[config.mk]
export PLATFORM = sky130hd
export DESIGN_NAME = mem_xlate_stage
export DESIGN_NICKNAME = d
export VERILOG_FILES = /design/src/rtl/mem_xlate_stage_pkg.sv /design/src/rtl/mem_xlate_stage_classify.sv /design/src/rtl/mem_xlate_stage.sv
export SDC_FILE = /design/constraint.sdc
export NUM_CORES = 1
export LEC_CHECK = 0
export ABC_AREA = 1
export BUFFER_PORTS_ARGS = -buffer_cell sky130_fd_sc_hd__buf_2
export CAP_MARGIN = 20
export CORE_MARGIN = 2
export CORE_UTILIZATION = 34
export CTS_BUF_LIST = sky130_fd_sc_hd__clkbuf_16
export DETAILED_ROUTE_END_ITERATION = 8
export PLACE_DENSITY = 0.64
export RECOVER_POWER = 100
export SYNTH_ARGS = -nofsm -noshare
export SYNTH_HDL_FRONTEND = slang
export SYNTH_SLANG_ARGS = --single-unit
[constraint.sdc]
create_clock -name clk -period 2 [get_ports clk]
set_input_delay 0 -clock clk [delete_from_list [all_inputs] [get_ports clk]]
set_output_delay 0 -clock clk [all_outputs]
set_load 0.01 [all_outputs]
[src/rtl/mem_xlate_stage_pkg.sv]
// Shared types and constants for the post-translation memory stage.
package mem_xlate_stage_pkg;

    localparam int ECODE_WIDTH = 6;

    localparam logic [ECODE_WIDTH-1:0] ECODE_NONE = 6'h00;
    localparam logic [ECODE_WIDTH-1:0] ECODE_PIL  = 6'h01;
    localparam logic [ECODE_WIDTH-1:0] ECODE_PIS  = 6'h02;
    localparam logic [ECODE_WIDTH-1:0] ECODE_PIF  = 6'h03;
    localparam logic [ECODE_WIDTH-1:0] ECODE_PME  = 6'h04;
    localparam logic [ECODE_WIDTH-1:0] ECODE_PPI  = 6'h07;
    localparam logic [ECODE_WIDTH-1:0] ECODE_ADE  = 6'h08;
    localparam logic [ECODE_WIDTH-1:0] ECODE_ALE  = 6'h09;
    localparam logic [ECODE_WIDTH-1:0] ECODE_TLBR = 6'h3F;

    typedef enum logic [1:0] {
        KIND_FETCH = 2'd0,
        KIND_LOAD  = 2'd1,
        KIND_STORE = 2'd2,
        KIND_RSVD  = 2'd3
    } kind_e;

    typedef enum logic [1:0] {
        SIZE_BYTE = 2'd0,
        SIZE_HALF = 2'd1,
        SIZE_WORD = 2'd2,
        SIZE_RSVD = 2'd3
    } size_e;

    typedef enum logic [1:0] {
        ST_EMPTY = 2'd0,
        ST_REQ   = 2'd1,
        ST_EXC   = 2'd2
    } state_e;

    // One buffered access; uncached/we are resolved at capture time so the
    // reset value of every output field is zero.
    typedef struct packed {
        logic [31:0]            pa;
        logic [31:0]            va;
        logic                   uncached;
        logic                   we;
        logic [1:0]             size;
        logic                   has_exc;
        logic [ECODE_WIDTH-1:0] ecode;
    } xlate_buf_t;

    // Data access alignment check: half needs va[0]==0, word needs va[1:0]==0.
    function automatic logic data_misaligned(input logic [1:0] size, input logic [1:0] va_lo);
        logic mis;
        case (size)
            SIZE_HALF: mis = va_lo[0];
            SIZE_WORD: mis = (va_lo != 2'b00);
            default:   mis = 1'b0;
        endcase
        return mis;
    endfunction

endpackage

[src/rtl/mem_xlate_stage_classify.sv]
// Fixed-priority address/TLB exception classifier for one memory access.
module mem_exc_classify
    import mem_xlate_stage_pkg::*;
(
    input  logic [1:0]             in_kind,
    input  logic [1:0]             in_size,
    input  logic [31:0]            in_va,
    input  logic                   in_tlb_used,
    input  logic                   in_page_fault,
    input  logic                   in_page_invalid,
    input  logic                   in_page_dirty,
    input  logic                   in_plv_fault,
    output logic                   has_exc,
    output logic [ECODE_WIDTH-1:0] ecode
);

    logic is_fetch_s;
    logic is_store_s;

    assign is_fetch_s = (in_kind == KIND_FETCH);
    assign is_store_s = (in_kind == KIND_STORE);

    // Highest-priority matching exception wins; TLB flags only count via the TLB.
    always_comb begin
        has_exc = 1'b1;
        ecode   = ECODE_NONE;
        if (is_fetch_s && (in_va[1:0] != 2'b00)) begin
            ecode = ECODE_ADE;
        end else if (!is_fetch_s && data_misaligned(in_size, in_va[1:0])) begin
            ecode = ECODE_ALE;
        end else if (in_tlb_used && in_page_fault) begin
            ecode = ECODE_TLBR;
        end else if (in_tlb_used && in_page_invalid) begin
            case (in_kind)
                KIND_FETCH: ecode = ECODE_PIF;
                KIND_STORE: ecode = ECODE_PIS;
                default:    ecode = ECODE_PIL;
            endcase
        end else if (in_tlb_used && in_plv_fault) begin
            ecode = ECODE_PPI;
        end else if (is_store_s && in_tlb_used && !in_page_dirty) begin
            ecode = ECODE_PME;
        end else begin
            has_exc = 1'b0;
            ecode   = ECODE_NONE;
        end
    end

endmodule

[src/rtl/mem_xlate_stage.sv]
// Single-entry stage after address translation: issues a cache request or
// presents an exception record, with valid/ready on both sides.
module mem_xlate_stage
    import mem_xlate_stage_pkg::*;
#(
    parameter int ECODE_W = ECODE_WIDTH
) (
    input  logic               clk,
    input  logic               reset,
    input  logic               flush,
    input  logic               in_valid,
    output logic               in_ready,
    input  logic [1:0]         in_kind,
    input  logic [1:0]         in_size,
    input  logic [31:0]        in_va,
    input  logic [31:0]        in_pa,
    input  logic [1:0]         in_mat,
    input  logic               in_tlb_used,
    input  logic               in_page_fault,
    input  logic               in_page_invalid,
    input  logic               in_page_dirty,
    input  logic               in_plv_fault,
    output logic               req_valid,
    input  logic               req_ready,
    output logic [31:0]        req_pa,
    output logic               req_uncached,
    output logic               req_we,
    output logic [1:0]         req_size,
    output logic               exc_valid,
    input  logic               exc_ready,
    output logic [ECODE_W-1:0] exc_ecode,
    output logic [31:0]        exc_badv
);

    state_e                 state_q, state_d;
    xlate_buf_t             buf_q, buf_d;
    logic                   req_valid_q, exc_valid_q;
    logic                   has_exc_s;
    logic [ECODE_WIDTH-1:0] ecode_s;
    logic                   in_ready_s;
    logic                   capture_s;

    mem_exc_classify u_classify (
        .in_kind         (in_kind),
        .in_size         (in_size),
        .in_va           (in_va),
        .in_tlb_used     (in_tlb_used),
        .in_page_fault   (in_page_fault),
        .in_page_invalid (in_page_invalid),
        .in_page_dirty   (in_page_dirty),
        .in_plv_fault    (in_plv_fault),
        .has_exc         (has_exc_s),
        .ecode           (ecode_s)
    );

    // Ready when the slot is empty or is being drained this same cycle.
    always_comb begin
        in_ready_s = 1'b0;
        case (state_q)
            ST_EMPTY: in_ready_s = !flush;
            ST_REQ:   in_ready_s = !flush && req_ready;
            ST_EXC:   in_ready_s = !flush && exc_ready;
            default:  in_ready_s = 1'b0;
        endcase
    end

    assign capture_s = in_valid && in_ready_s;

    // Next-state: flush dominates, then capture, then drain on handshake.
    always_comb begin
        state_d = state_q;
        if (flush) begin
            state_d = ST_EMPTY;
        end else if (capture_s) begin
            state_d = has_exc_s ? ST_EXC : ST_REQ;
        end else begin
            case (state_q)
                ST_REQ:   state_d = req_ready ? ST_EMPTY : ST_REQ;
                ST_EXC:   state_d = exc_ready ? ST_EMPTY : ST_EXC;
                ST_EMPTY: state_d = ST_EMPTY;
                default:  state_d = ST_EMPTY;
            endcase
        end
    end

    // Assemble the record to buffer from the incoming access.
    always_comb begin
        buf_d          = '0;
        buf_d.pa       = in_pa;
        buf_d.va       = in_va;
        buf_d.uncached = (in_mat == 2'd0);
        buf_d.we       = (in_kind == KIND_STORE);
        buf_d.size     = in_size;
        buf_d.has_exc  = has_exc_s;
        buf_d.ecode    = ecode_s;
    end

    // State register plus registered valid flags decoded from the next state.
    always_ff @(posedge clk) begin
        if (reset) begin
            state_q     <= ST_EMPTY;
            req_valid_q <= 1'b0;
            exc_valid_q <= 1'b0;
        end else begin
            state_q     <= state_d;
            req_valid_q <= (state_d == ST_REQ);
            exc_valid_q <= (state_d == ST_EXC);
        end
    end

    // Payload register; only changes on capture so fields stay stable under stall.
    always_ff @(posedge clk) begin
        if (reset) begin
            buf_q <= '0;
        end else if (capture_s) begin
            buf_q <= buf_d;
        end else begin
            buf_q <= buf_q;
        end
    end

    assign in_ready     = in_ready_s;
    assign req_valid    = req_valid_q;
    assign req_pa       = buf_q.pa;
    assign req_uncached = buf_q.uncached;
    assign req_we       = buf_q.we;
    assign req_size     = buf_q.size;
    assign exc_valid    = exc_valid_q;
    assign exc_ecode    = ECODE_W'(buf_q.ecode);
    assign exc_badv     = buf_q.va;

endmodule
Word level (Yosys, flattened, before mapping)
Cells that the tools add are included.
Cells by class
  reductions and logical operators: 17
  multiplexer cells: 22
  equality and inequality tests: 7
Operators with widths (number)
  two-way mux 6 bit: 5
  logical AND 1 bit: 10
  == test 2 bit (second input constant): 4
  two-way mux 1 bit: 8
  two-way mux 2 bit: 4
  case mux 2 bit (2 select lines): 2
  == test 2 x 1 -> 1 bit (second input constant): 3
  zero test 2 bit: 3
  zero test 1 bit: 3
  two-way mux 3 bit: 1
  case mux 1 bit (3 select lines): 1
  case mux 1 bit (2 select lines): 1
  nonzero test 2 bit: 1
Word-level totals
  flip-flop bits (word level): 78
  bits of input ports: 81

Longest topological paths before layout
  depth after elaboration: 13
  depth in mapped cells: 12
  mapped depth without buffers: 12

Modules after synthesis
A second synthesis with hierarchy kept.
Unflattened totals
  cells, all modules: 408
  area, all modules: 3214.3 µm²
By module, submodules not included
  mem_xlate_stage: sequential area each 1561.5 µm², times used 1, cells an instance 369, area an instance 3020.4 µm²
  mem_exc_classify: sequential area each 0.0 µm², times used 1, cells an instance 39, area an instance 193.9 µm²

Worst setup path after synthesis
No wires, ideal clock.
  path type: reg-to-reg
  from: register state_q[0]
  to: register exc_valid_q (netlist: exc_valid)
  arrival: 1425 ps
  path buffers: 1
  path slack: 460 ps
  cell stages (with the launch flop): 10
  library setup time: 115 ps
  required time: 1885 ps
  path through: dfxtp_1 inv_1 ha_1 nand3_1 nand2_1 nand3_4 buf_2 nand3b_1 a21oi_1 nor2_1
Between the ends
  cells in the longest elaborated chain, start to end: 6
  elaborated cells on any way between the ends: 9
  those cells by class: eq/ne: 3; mux: 4; reduce/logical: 2
RTL lines
  start: declaration: line mem_xlate_stage.sv:35  | state_e state_q, state_d;
  start signal: assignment: line mem_xlate_stage.sv:105  | state_q <= state_d;
  == test 2 bit, or another cell as far along: line mem_xlate_stage.sv:59, mem_xlate_stage.sv:77
  case mux 1 bit (3 select lines): line mem_xlate_stage.sv:59  | case (state_q)
  logical AND 1 bit: line mem_xlate_stage.sv:67  | assign capture_s = in_valid && in_ready_s;
  two-way mux 2 bit *: line mem_xlate_stage.sv:74  | end else if (capture_s) begin
  two-way mux 2 bit *: line mem_xlate_stage.sv:72  | if (flush) begin
  == test 2 bit *: line mem_xlate_stage.sv:107  | exc_valid_q <= (state_d == ST_EXC);
  end signal: assignment: line mem_xlate_stage.sv:107
  end: declaration: line mem_xlate_stage.sv:37  | logic req_valid_q, exc_valid_q;
Every way passes the cells marked *; elsewhere a longest branch is shown, timed or not.
A chain may end at the register's enable or synchronous reset.

Worst setup path after layout
  from: register state_q[0]
  to: register buf_q (netlist bit req_uncached)
Between the ends
  cells in the longest elaborated chain, start to end: 3
  elaborated cells on any way between the ends: 5
  those cells by class: eq/ne: 2; mux: 1; reduce/logical: 2
RTL lines
  == test 2 bit, or another cell as far along: line mem_xlate_stage.sv:59
  case mux 1 bit (3 select lines) *: line mem_xlate_stage.sv:59
  logical AND 1 bit *: line mem_xlate_stage.sv:67
  end signal: assignment: line mem_xlate_stage.sv:116  | buf_q <= buf_d;
  end signal: assignment: line mem_xlate_stage.sv:118  | buf_q <= buf_q;
  end: declaration: line mem_xlate_stage.sv:36  | xlate_buf_t buf_q, buf_d;
Marked as above.

==> impl_metrics.toml <==
[timing]
max_slew.worst_pin.slew_ns = 0.4993
finalSetupTns_ns = 0
maxSlewHeadroom_pct = 66.71
setup_viol = 0
clock_skew_ns = 0.003480
clock.fmax_ghz = 0.5517
hold_ws_ns = 0.07283
rsz0062_at_grt = "no"
slew_violations = 0
fin_crit_sh_pct = 90.63
hold_viol = 0
min_period_ns = 1.813

[floorplan]
coreArea_um2 = 8299
die_area_um2 = 9385
die_y_um = 96.88
die_x_um = 96.88
pin_count = 158
initial_core_util_pct = 35.34
row_count = 33

[run_status]
status = "finished, final reports clean"

[worst_setup_path]
worstPathMaxFanout = 39
critPathRequiredTime_ns = 2.22
start_kind = "register"
crit_path_max_incr_delay_ns = 0.37
path_class = "register to register"
rrSetupSlack_ns = 0.19
critPathArrivalTime_ns = 2.03
cp_common_cell = "nand2_1"
path_cells = "inv_1, ha_1, nand2_1, nand3_1, nand2_1, nand3_4, inv_2, buf_16, o21ai_0, o211a_1"
end_kind = "register"
critPathSlowestCell = "dfxtp_1"

[detailed_routing]
routed_wl_mm = 9.348
wire_per_inst_um = 13.15
drt_first_pass_iters = 4
post-route-drc-count = 0
drtIter0Drc = 74
ant_nets = 0
dr_total_vias = 3286
via_per_inst = 4.622

[clock_tree]
clock_sinks = 77
cts_max_level = 3
cts_tree = "built"
cts_buffers = 9
root_buffer = "clkbuf_16"
clk_pin_slew_ns = 0.06
clk-insertion-delay-late_ns = 0.33
clock_path_buffers = 2

[synthesis]
yosys.area.top_type = "dfxtp_1"
synth_common_cells = "148 x nand2_1, 77 x dfxtp_1, 73 x a21oi_1, 20 x inv_1, 12 x clkbuf_1"
netlist_area_um2 = 2933
yosysWarnings = 0
synth_edf_count = 0
synth.avg_cell_area_um2 = 7.657
synthCells = 383
synth_area_leaders = "dfxtp_1 53%, nand2_1 19%, a21oi_1 12%, ha_1 2.6%, inv_1 2.6%"
synth-seq-cells = 77
ys_seq_area_share_pct = 52.56
yosysMostFrequentCell = "nand2_1"
synthesis.nets = 470
yosys_most_used_dff = "dfxtp_1"
async_reset_ff_share_pct = 0
synth_cell_types = 20
synth_top_cell_area_share_pct = 52.56

[global_routing]
track_usage_pct = 18.74
grt-ovfl-total = 0
grt_pass1_vias = 3269
grt_first_pass_wirelength_mm = 14.48
antenna_found_initial = 0
grt_max_degree = 78

[finish]
antennaDiodeCount = 0
fin_area_um2 = 4768
nets = 690
final_layout_size_suffix_gt1_share_pct = 16.83
areaGrowthSynthToFinish_pct = 62.59
n_fill_cell = 793

[power]
leakagePower_uw = 0.002043
powerDensity_nw_per_um2 = 860.0
peakVddDrop_mv = 0.4487

[flow_run]
drv_cap = 0

[placed_design]
gp_congestion = 0.7744
dpl_cell_area_um2 = 3781
hpwl_mm = 5.617
numPortBuffers = 157

[hold_path]
min_path_type = "primary input to register"
-- stage by stage --
stage	util, %	setup WS [ns]	instances	total power, uW
6_report	57.46	0.1873	711	4101
5_1_grt	57.46	0.002252	711	4267
3_5_place_dp	45.56	0.1299	626	2104
3_3_place_gp	45.56	0.2574	626	2094
2_1_floorplan	-	0.4596	383	1903
4_1_cts	58.22	0.1197	710	4146
-- metal layers --
metal,vias to the layer above,wire (um),global-route usage [%],share of wire (%)
li1,1655,-,-,-
met1,1474,3933,20.63,42
met2,133,4579,32.59,49
met3,24,538,5.564,5.8
met4,0,297,9.534,3.2
met5,-,0,0,0
-- area by class of cell --
cell class	count	area (um^2)	area share (%)
clock inverters	5	125.1	2.624
flip-flops and latches	77	1541	32.33
clock buffers	9	225.2	4.723
inverters	21	78.83	1.653
multi-input cells	261	1181	24.77
repair buffers	233	1485	31.15
well taps	105	131.4	2.755
-- flip-flops by register name, indices dropped and copies added (netlist names) --
signal / count
exc_valid: 1
req_size: 2
exc_ecode: 5
req_uncached: 1
state_q: 2
exc_badv: 32
req_pa: 32
req_valid: 1
req_we: 1
-- worst max-delay path, delay by kind of cell, from the launching register on --
kind | cells | cell delay, ns
buffers and inverters | 3 | 0.44
AND/OR/NAND/NOR | 4 | 0.43
AO/OA/AOI/OAI | 2 | 0.25
adder cells (fa/ha/maj) | 1 | 0.21
flip-flops | 1 | 0.37
-- final timing paths --
| check | startpoint | endpoint | cells past startpoint |
|---|---|---|---|
| min | in_valid | exc_ecode[0] | 4 |
| min reg2reg | req_pa[12] | req_pa[12] | 2 |
| max | state_q[0] | req_uncached | 10 |
| max reg2reg | state_q[0] | req_uncached | 10 |
-- cell usage in the layout (no fill, tap or decap), types with 2 or more instances in the layout --
master,netlist,routed
nand3_1,9,9
o21ai_0,8,8
dlygate4sd3_1,0,70
nor2_1,10,10
nand2_1,148,148
inv_1,20,20
bufinv_16,0,4
ha_1,6,6
clkbuf_16,0,10
buf_2,6,80
a21oi_1,73,73
nand3b_1,2,2
clkbuf_1,12,77
buf_4,1,3
dfxtp_1,77,77
-- repair_timing --
action                                 CTS  global route
setup endpoints to repair                0            10
setup buffers                            0             0
endpoints found under the hold margin   70             0
resized for setup                        0             1
hold buffers                            70             0
-- report_power, final --
group / switching, uW / total [uW] / internal [uW]
logic: 273 / 530 / 257
registers: 37.7 / 1650 / 1610
clock network: 595 / 1920 / 1330
total: 906 / 4100 / 3190
-- cells by family after synthesis --
kind of cell / count (synthesis) / share of synthesized area, %
AO/OA/AOI/OAI: 84 / 14.63
adder cells (fa/ha/maj): 6 / 2.560
buffers and inverters: 45 / 7.167
flip-flops: 77 / 52.56
AND/OR/NAND/NOR: 171 / 23.08
(Power assumes the default switching activity.)
